===== src/rtl/booth_mul_iter.sv =====
// booth_mul_iter: iterative radix-4 Booth multiplier with a start/busy/done
// handshake and a synchronous cancel.
//   Parameters: WIDTH (operand width, even, >= 4); PP_PER_CYCLE (1 or 2).
//   Inputs:  clk, rst (sync, active-high), start, signed_op, a, b, cancel.
//   Outputs: busy, done (one-cycle pulse), result (2*WIDTH, held until the
//            next completion).
//   Optional: BOOTH_ZERO_SKIP_EN returns 0 one cycle after start when an
//             operand is zero; CALC is skipped and busy stays 0.
module booth_mul_iter #(
  parameter int WIDTH        = 32,
  parameter int PP_PER_CYCLE = 1
) (
  input  logic               clk,
  input  logic               rst,
  input  logic               start,
  input  logic               signed_op,
  input  logic [WIDTH-1:0]   a,
  input  logic [WIDTH-1:0]   b,
  input  logic               cancel,
  output logic               busy,
  output logic               done,
  output logic [2*WIDTH-1:0] result
);

  localparam int N_PP = WIDTH / 2 + 1;
  localparam int C    = (N_PP + PP_PER_CYCLE - 1) / PP_PER_CYCLE;
  localparam int CW   = $clog2(C + 1);
  localparam int AW   = 2 * WIDTH + 2;
  localparam int YW   = WIDTH + 3;
  localparam int SH   = 2 * PP_PER_CYCLE;

  localparam logic [CW-1:0] LAST = CW'(C - 1);
  // With two PPs per cycle and an odd PP count, the last slot is padding.
  localparam bit PAD = (PP_PER_CYCLE == 2) && (N_PP % 2 == 1);

  localparam logic [0:0] IDLE = 1'b0;
  localparam logic [0:0] CALC = 1'b1;

  logic [0:0]    state;
  logic [AW-1:0] mcand;
  logic [YW-1:0] yw;
  logic [AW-1:0] acc;
  logic [CW-1:0] cnt;

  logic [AW-1:0] acc_next;
  logic [2:0]    win;
  logic [AW-1:0] m;
  logic [AW-1:0] pp;
  logic          neg;
  logic          xs;
  logic          ys;
  logic          skip;

  assign busy = (state == CALC);
  assign xs   = signed_op & a[WIDTH-1];
  assign ys   = signed_op & b[WIDTH-1];

`ifdef BOOTH_ZERO_SKIP_EN
  assign skip = (a == '0) || (b == '0);
`else
  assign skip = 1'b0;
`endif

  // mcand is X sign-extended and pre-shifted to the current PP position;
  // yw holds {Y, Y[-1]} shifted so the current window sits at yw[2:0].
  always_comb begin
    acc_next = acc;
    win      = '0;
    m        = '0;
    pp       = '0;
    neg      = 1'b0;
    for (int j = 0; j < PP_PER_CYCLE; j++) begin
      win = yw[2*j +: 3];
      m   = mcand << (2 * j);
      pp  = '0;
      neg = 1'b0;
      unique case (win)
        3'b001, 3'b010: pp = m;
        3'b011:         pp = m << 1;
        3'b100: begin
          pp  = ~(m << 1);
          neg = 1'b1;
        end
        3'b101, 3'b110: begin
          pp  = ~m;
          neg = 1'b1;
        end
        default:        pp = '0;
      endcase
      if (PAD && j == 1 && cnt == LAST) begin
        pp  = '0;
        neg = 1'b0;
      end
      acc_next = acc_next + pp + AW'(neg);
    end
  end

  always_ff @(posedge clk) begin
    if (rst) begin
      state  <= IDLE;
      done   <= 1'b0;
      result <= '0;
      cnt    <= '0;
      acc    <= '0;
      mcand  <= '0;
      yw     <= '0;
    end else begin
      done <= 1'b0;
      unique case (state)
        IDLE: begin
          if (start && skip) begin
            done   <= 1'b1;
            result <= '0;
          end else if (start) begin
            mcand <= {{(WIDTH + 2){xs}}, a};
            yw    <= {ys, ys, b, 1'b0};
            acc   <= '0;
            cnt   <= '0;
            state <= CALC;
          end
        end
        CALC: begin
          if (cancel) begin
            state <= IDLE;
          end else begin
            acc   <= acc_next;
            mcand <= mcand << SH;
            yw    <= YW'($signed(yw) >>> SH);
            cnt   <= cnt + 1'b1;
            if (cnt == LAST) begin
              result <= acc_next[2*WIDTH-1:0];
              done   <= 1'b1;
              state  <= IDLE;
            end
          end
        end
        default: state <= IDLE;
      endcase
    end
  end

endmodule


===== config.mk =====
export PLATFORM = sky130hd
export DESIGN_NAME = booth_mul_iter
export DESIGN_NICKNAME = d
export VERILOG_FILES = /design/src/rtl/booth_mul_iter.sv
export SDC_FILE = /design/constraint.sdc
export NUM_CORES = 1
export LEC_CHECK = 0
export CORE_ASPECT_RATIO = 0.75
export CORE_MARGIN = 2
export CORE_UTILIZATION = 30
export DETAILED_ROUTE_END_ITERATION = 12
export GPL_ROUTABILITY_DRIVEN = 0
export MAX_ROUTING_LAYER = met4
export PLACE_DENSITY = 0.53
export SYNTH_ARGS = -nofsm -noshare
export SYNTH_HDL_FRONTEND = slang
export SYNTH_SLANG_ARGS = --single-unit

===== constraint.sdc =====
create_clock -name clk -period 9.7 [get_ports clk]
set_input_delay 1.94 -clock clk [delete_from_list [all_inputs] [get_ports clk]]
set_output_delay 1.94 -clock clk [all_outputs]
set_load 0.03 [all_outputs]

; Word level (Yosys, flattened, before mapping)
; Cells that the tools add are included.
; W data, S select, Z words.
[classes]
add_sub_neg = 3
n_mul = 0
div = 0
magnitude_cmp = 0
eq_ne = 10
n_shift = 0
muxes = 24
bitwise = 5
reduce_logical = 6
[op_table]
columns = operator, n
row1 = $mux W66, 4
row2 = $pmux W66 S2, 2
row3 = $pmux W66 S4, 1
row4 = $mux W64, 3
row5 = $not A66 Y66, 2
row6 = $pmux W35 S2, 1
row7 = $add A66 B1 Y66, 1
row8 = $add A66 B66 Y66, 1
row9 = $mux W35, 1
row10 = $mux W34, 1
row11 = $mux W5, 2
row12 = $pmux W5 S2, 1
row13 = $eq A3 B3 Y1 const B, 3
row14 = $eq A3 B2 Y1 const B, 2
row15 = $mux W1, 6
row16 = $add A5 B1 Y5 const B, 1
row17 = $eq A5 B5 Y1 const B, 1
row18 = $ne A2 B2 Y1 const B, 2
row19 = $pmux W1 S2, 2
row20 = $reduce_and A2 Y1, 2
row21 = $reduce_or A2 Y1, 2
row22 = $eq A3 B1 Y1 const B, 1
row23 = $reduce_and A3 Y1, 1
row24 = $reduce_or A3 Y1, 1
row25 = 3 further kinds, 4
[totals]
register_bits = 238
latch_bits = 0
ramBits = 0
romBits = 0
inputBits = 69
mem_count = 0

; Longest topological paths before layout
[logic_depth]
ltp_word = 8
mapped_depth = 19
mapped_depth_nobuf = 17

; Worst setup path after synthesis
; No wires, ideal clock.
[synth_timing]
path_type = register to register
from = reg yw[2]
to = reg result[60]
setup_ps = 95
arrival_ps = 4328
t_required_ps = 9605
path_slack_ps = 5276
stages_incl_launch_ff = 19
path_buffers = 4
period_less_slack_ps = 4424
path_cell_list = dfxtp_1 clkbuf_1 clkbuf_1 clkbuf_1 xor2_1 a22oi_1 o21ai_0 ha_1 clkbuf_1 a21o_1 a31oi_1 a21oi_1 nor3_1 o21bai_1 a2111oi_0 a21oi_1 a221o_1 a31o_2 o311ai_1
[synth_between]
elab_chain_len = 8
[synth_lines]
columns = item, line_no
row1 = from (decl), 41  ; logic [YW-1:0] yw;
row2 = from (signal assigned), 116  ; yw <= {ys, ys, b, 1'b0};
row3 = from (signal assigned), 128  ; yw <= YW'($signed(yw) >>> SH);
row4 = $eq A3 B3 Y1 (tied with other cells), 77  ; unique case (win)
row5 = $reduce_or A2 Y1, 77
row6 = $pmux W66 S4, 77
row7 = $add A66 B66 Y66, 94  ; acc_next = acc_next + pp + AW'(neg);
row8 = $add A66 B1 Y66 *, 94
row9 = $mux W64 *, 130  ; if (cnt == LAST) begin
row10 = $mux W64 *, 123  ; if (cancel) begin
row11 = $mux W64 *, 109  ; unique case (state)
row12 = to (signal assigned), 131  ; result <= acc_next[2*WIDTH-1:0];
row13 = to (decl), 22  ; output logic [2*WIDTH-1:0] result
; Mark *: on every way between the ends. The rest lies on a longest branch, timed or not. The select of a mux whose other input is x is not followed.
; A chain may end at the register's enable or synchronous reset.

; Worst setup path after layout
[layout_timing]
from = reg yw[1]
to = reg result[63]
; The elaborated chain is that of the path after synthesis.

==> key figures <==
Floorplanning
  – Count of standard-cell rows: 67
  – Vertical extent of the die: 189 um
  – Effective utilization at floorplan: 0.306
  – # IOs: 135
  – Core footprint: 44,800 um2
  – Horizontal extent of the die: 251 um
  – Die Footprint: 47,400 um2

Timing
  – Total setup violations reported at the end of the flow: 0
  – Hold violation total from the final report: 0
  – Worst Skew: 17.6 ps
  – Final TNS setup: 0 ps
  – Slew at the pin with the worst max-slew slack: 1010 ps
  – Achievable frequency: 185 MHz
  – Worst Setup Slack, final: 4290 ps
  – Unrepaired setup endpoints after global routing: false
  – Max-slew violation count: 0
  – Final min period: 5410 ps
  – Final period util: 0.557
  – Worst hold slack: 456 ps
  – Worst slew margin relative to its limit: 0.328

Synth
  – Sequential-to-total area share from yosys stat: 0.342
  – Number of standard cells after synthesis: 1,693
  – Post-synthesis cell area: 13,700 um2
  – Post-synthesis async set-or-reset flop share: 0
  – Synthesis-stage register bit count: 234
  – Post-synth cell types: 68
  – Net count after synthesis: 1,828
  – Primary FF master, synth: dfxtp_1
  – Warnings from Yosys: 0
  – Avg Cell Area, Syn: 8.10 um2
  – Number of flops mapped to enable cells by yosys: 0

Global route
  – Met2 routing resource usage after global routing: 0.242
  – Initial antenna violation count: 0
  – Gr usage total: 0.178
  – Wire length of the first global-routing pass: 67.0 mm
  – M1 GR Usage: 0.271
  – Remaining global-route overflow: 0
  – Maximum number of pins on one net before global-route repair: 85
  – Vias in the first global route: 11,749
  – Global routing usage on met3: 0.0324
  – GRT busiest layer: met1

Critical path
  – Worst path slowest cell: nand2_1
  – Worst reg-to-reg path cell count: 18
  – WP data required: 10,180 ps
  – Category of cells accounting for the largest share of critical-path delay: compound AO/OA/AOI/OAI gates
  – CP Launch Type: register
  – Data arrival at the endpoint of the critical path: 5890 ps
  – Largest fanout on the critical path: 39
  – Worst Path Class, Setup: register to register
  – Sort of element at the end of the critical path: register
  – Beginning of the worst register-to-register path: yw[1]
  – Reg2reg end: result[63]
  – Buffers and inverters on the worst path: 2
  – Ordered list of cells on the worst path: nor2_1 > nand2_1 > buf_4 > nor2_1 > a221oi_1 > inv_1 > ha_1 > nor2b_1 > o31a_1 > o21ai_2 > a21oi_1 > o21a_1 > a211o_1 > a31oi_4 > o2111ai_1 > a221o_1 > or4_1 > nand3_1
  – CP dominant cell by count: nor2_1
  – Register-to-register path setup slack: 4290 ps
  – CP max stage delay: 540 ps

Hold path
  – Kind of path behind the tightest hold check: register to register
  – Beginning of the worst hold path: result[47]
  – Terminating pin of the worst hold path: result[47]
  – Worst Hold Depth: 2

Pwr
  – Cell Pwr Density: 163 nW/um2
  – Largest vdd supply drop: 0.000128 V
  – Static leakage: 6.25 nW
  – Overall power of the completed layout: 2.69 mW

Detailed routing
  – Number of remaining DRC errors: 0
  – Via count of the routed design: 12,626
  – First-pass iteration count of the detailed router: 7
  – Total length of routed wires: 42.1 mm
  – Average vias per placed instance: 5.39
  – Drt initial violations: 923
  – Detailed-route wire length per cell: 18.0 um
  – Count of antenna-violating nets left after detailed routing: 0

Clock tree
  – Hold-fix buffers at CTS: 0
  – Number of clock buffers inserted by TritonCTS: 26
  – Clock-pin slew reported for the worst setup and hold paths after clock tree synthesis: 60 ps
  – Clk root buf: clkbuf_16
  – Maximum clock path buffer count: 3
  – Clock insertion delay at the later pin of the skew report: 550 ps
  – Resize count post-CTS: 0
  – # clock sinks: 234
  – CTS tree: done
  – H-tree levels: 1
  – Postcts setup bufs: 0

Place
  – IO buf count: 134
  – Instance area at placement: 15,500 um2
  – Worst slack after detailed placement: 4370 ps
  – HPWL reported at the end of detailed placement: 29.7 mm
  – Total placed cells including tap cells: 2,294

Finish
  – Final design area excluding fillers: 16,500 um2
  – Ratio of cells with drive above 1 in the final layout: 0.0461
  – Post-layout net count: 1,871
  – Filler instances: 4,656
  – Final Non-Filler Cells: 2,342
  – Post-route core utilization: 0.367
  – ANT cells: 0
  – Sequential cell area in the final layout: 4690 um2
  – Area growth syn-to-layout: 20.0%
  – Multi-input logic area: 8500 um2

Flow run
  – Number of max-cap violations: 0

Run status
  – Status: complete, no violations
-- flip-flops by register name, summed over array words and instances, names as in the netlist --
register  count
cnt           5
yw           35
done          1
m            64
acc          64
busy          1
result       64
-- cells in the mapped netlist, drive strengths merged, types with 4 or more instances --
master	number	area share
o31ai	9	0.0049
o21a	12	0.0066
a21o	28	0.015
nor2	155	0.042
o311ai	4	0.0026
or3	7	0.0032
nor2b	10	0.0046
or2	4	0.0018
nand2b	7	0.0032
o21ai	117	0.043
a211oi	68	0.038
nand2	166	0.045
a31oi	10	0.0057
a22o	20	0.013
dfxtp	234	0.34
a21oi	166	0.061
clkbuf	119	0.033
inv	20	0.0055
mux2i	60	0.044
ha	64	0.058
nor4	4	0.0018
o211ai	5	0.0027
a221o	4	0.0029
buf	15	0.0042
o21bai	13	0.0071
xnor2	38	0.024
a21boi	4	0.0022
nand4	21	0.0096
nand3	28	0.010
nor3	16	0.0058
xor2	87	0.056
and2	5	0.0023
and3	6	0.0027
a22oi	129	0.071
-- cells in the final DEF, fill, tap and decap left out, types with 21 or more instances in the layout --
master | synthesis | layout
dfxtp_1 | 234 | 232
a21oi_1 | 166 | 166
nand2_1 | 166 | 165
nor2_1 | 155 | 150
clkdlybuf4s50_1 | 0 | 133
a22oi_1 | 129 | 129
o21ai_0 | 111 | 111
xor2_1 | 87 | 86
a211oi_1 | 67 | 67
ha_1 | 64 | 64
mux2i_1 | 60 | 60
xnor2_1 | 38 | 38
nand3_1 | 28 | 28
a21o_1 | 28 | 28
clkbuf_16 | 0 | 27
nand4_1 | 21 | 21
-- report_power, final --
part           internal, mW  leakage, nW  switching, mW
Sequential             1.00         1.91         0.0536
Clock                 0.728        0.489          0.426
Combinational         0.180         3.85          0.296
Total                  1.91         6.25          0.776
-- cell type report --
class                   count  share of cell area
clock buffers              32              0.0428
clock inverters            16              0.0173
inverters                  21             0.00479
multi-input cells        1304               0.517
flip-flops and latches    234               0.285
well taps                 586              0.0446
repair buffers            149              0.0884
-- worst max path at each step --
stage / end / depth (start not counted) / slack [ps] / start
after global placement: result[63] / 18 / 4480 / yw[0]
after floorplan: result[60] / 18 / 5280 / yw[2]
after CTS: result[63] / 18 / 4330 / yw[0]
after detailed placement: result[63] / 18 / 4370 / yw[0]
final: result[63] / 18 / 4290 / yw[1]
after global routing: acc[60] / 17 / 3850 / yw[1]
-- routing by layer --
layer	part of all wire	vias to the layer above	wire, um
li1	-	6275	-
met1	0.53	5932	22100
met2	0.39	369	16300
met3	0.070	50	2950
met4	0.017	0	704
met5	0	-	0
-- kinds of logic (layout without fill, tap and decap cells) --
kind of cell,Yosys count,count (layout),share of synthesized area
multiplexers,60,60,0.0438
buffers and inverters,155,218,0.0425
adder cells (fa/ha/maj),66,66,0.0613
AND/OR/NAND/NOR,439,439,0.139
flip-flops,234,234,0.342
AO/OA/AOI/OAI,614,614,0.291
XOR/XNOR,125,125,0.0799
-- worst min-delay path, cell delays in order (launching register included) --
cell	delay (ps)
dfxtp_1	310
nand2_1	50
a21oi_1	50
Note: power is estimated with default switching activity, not from simulation.
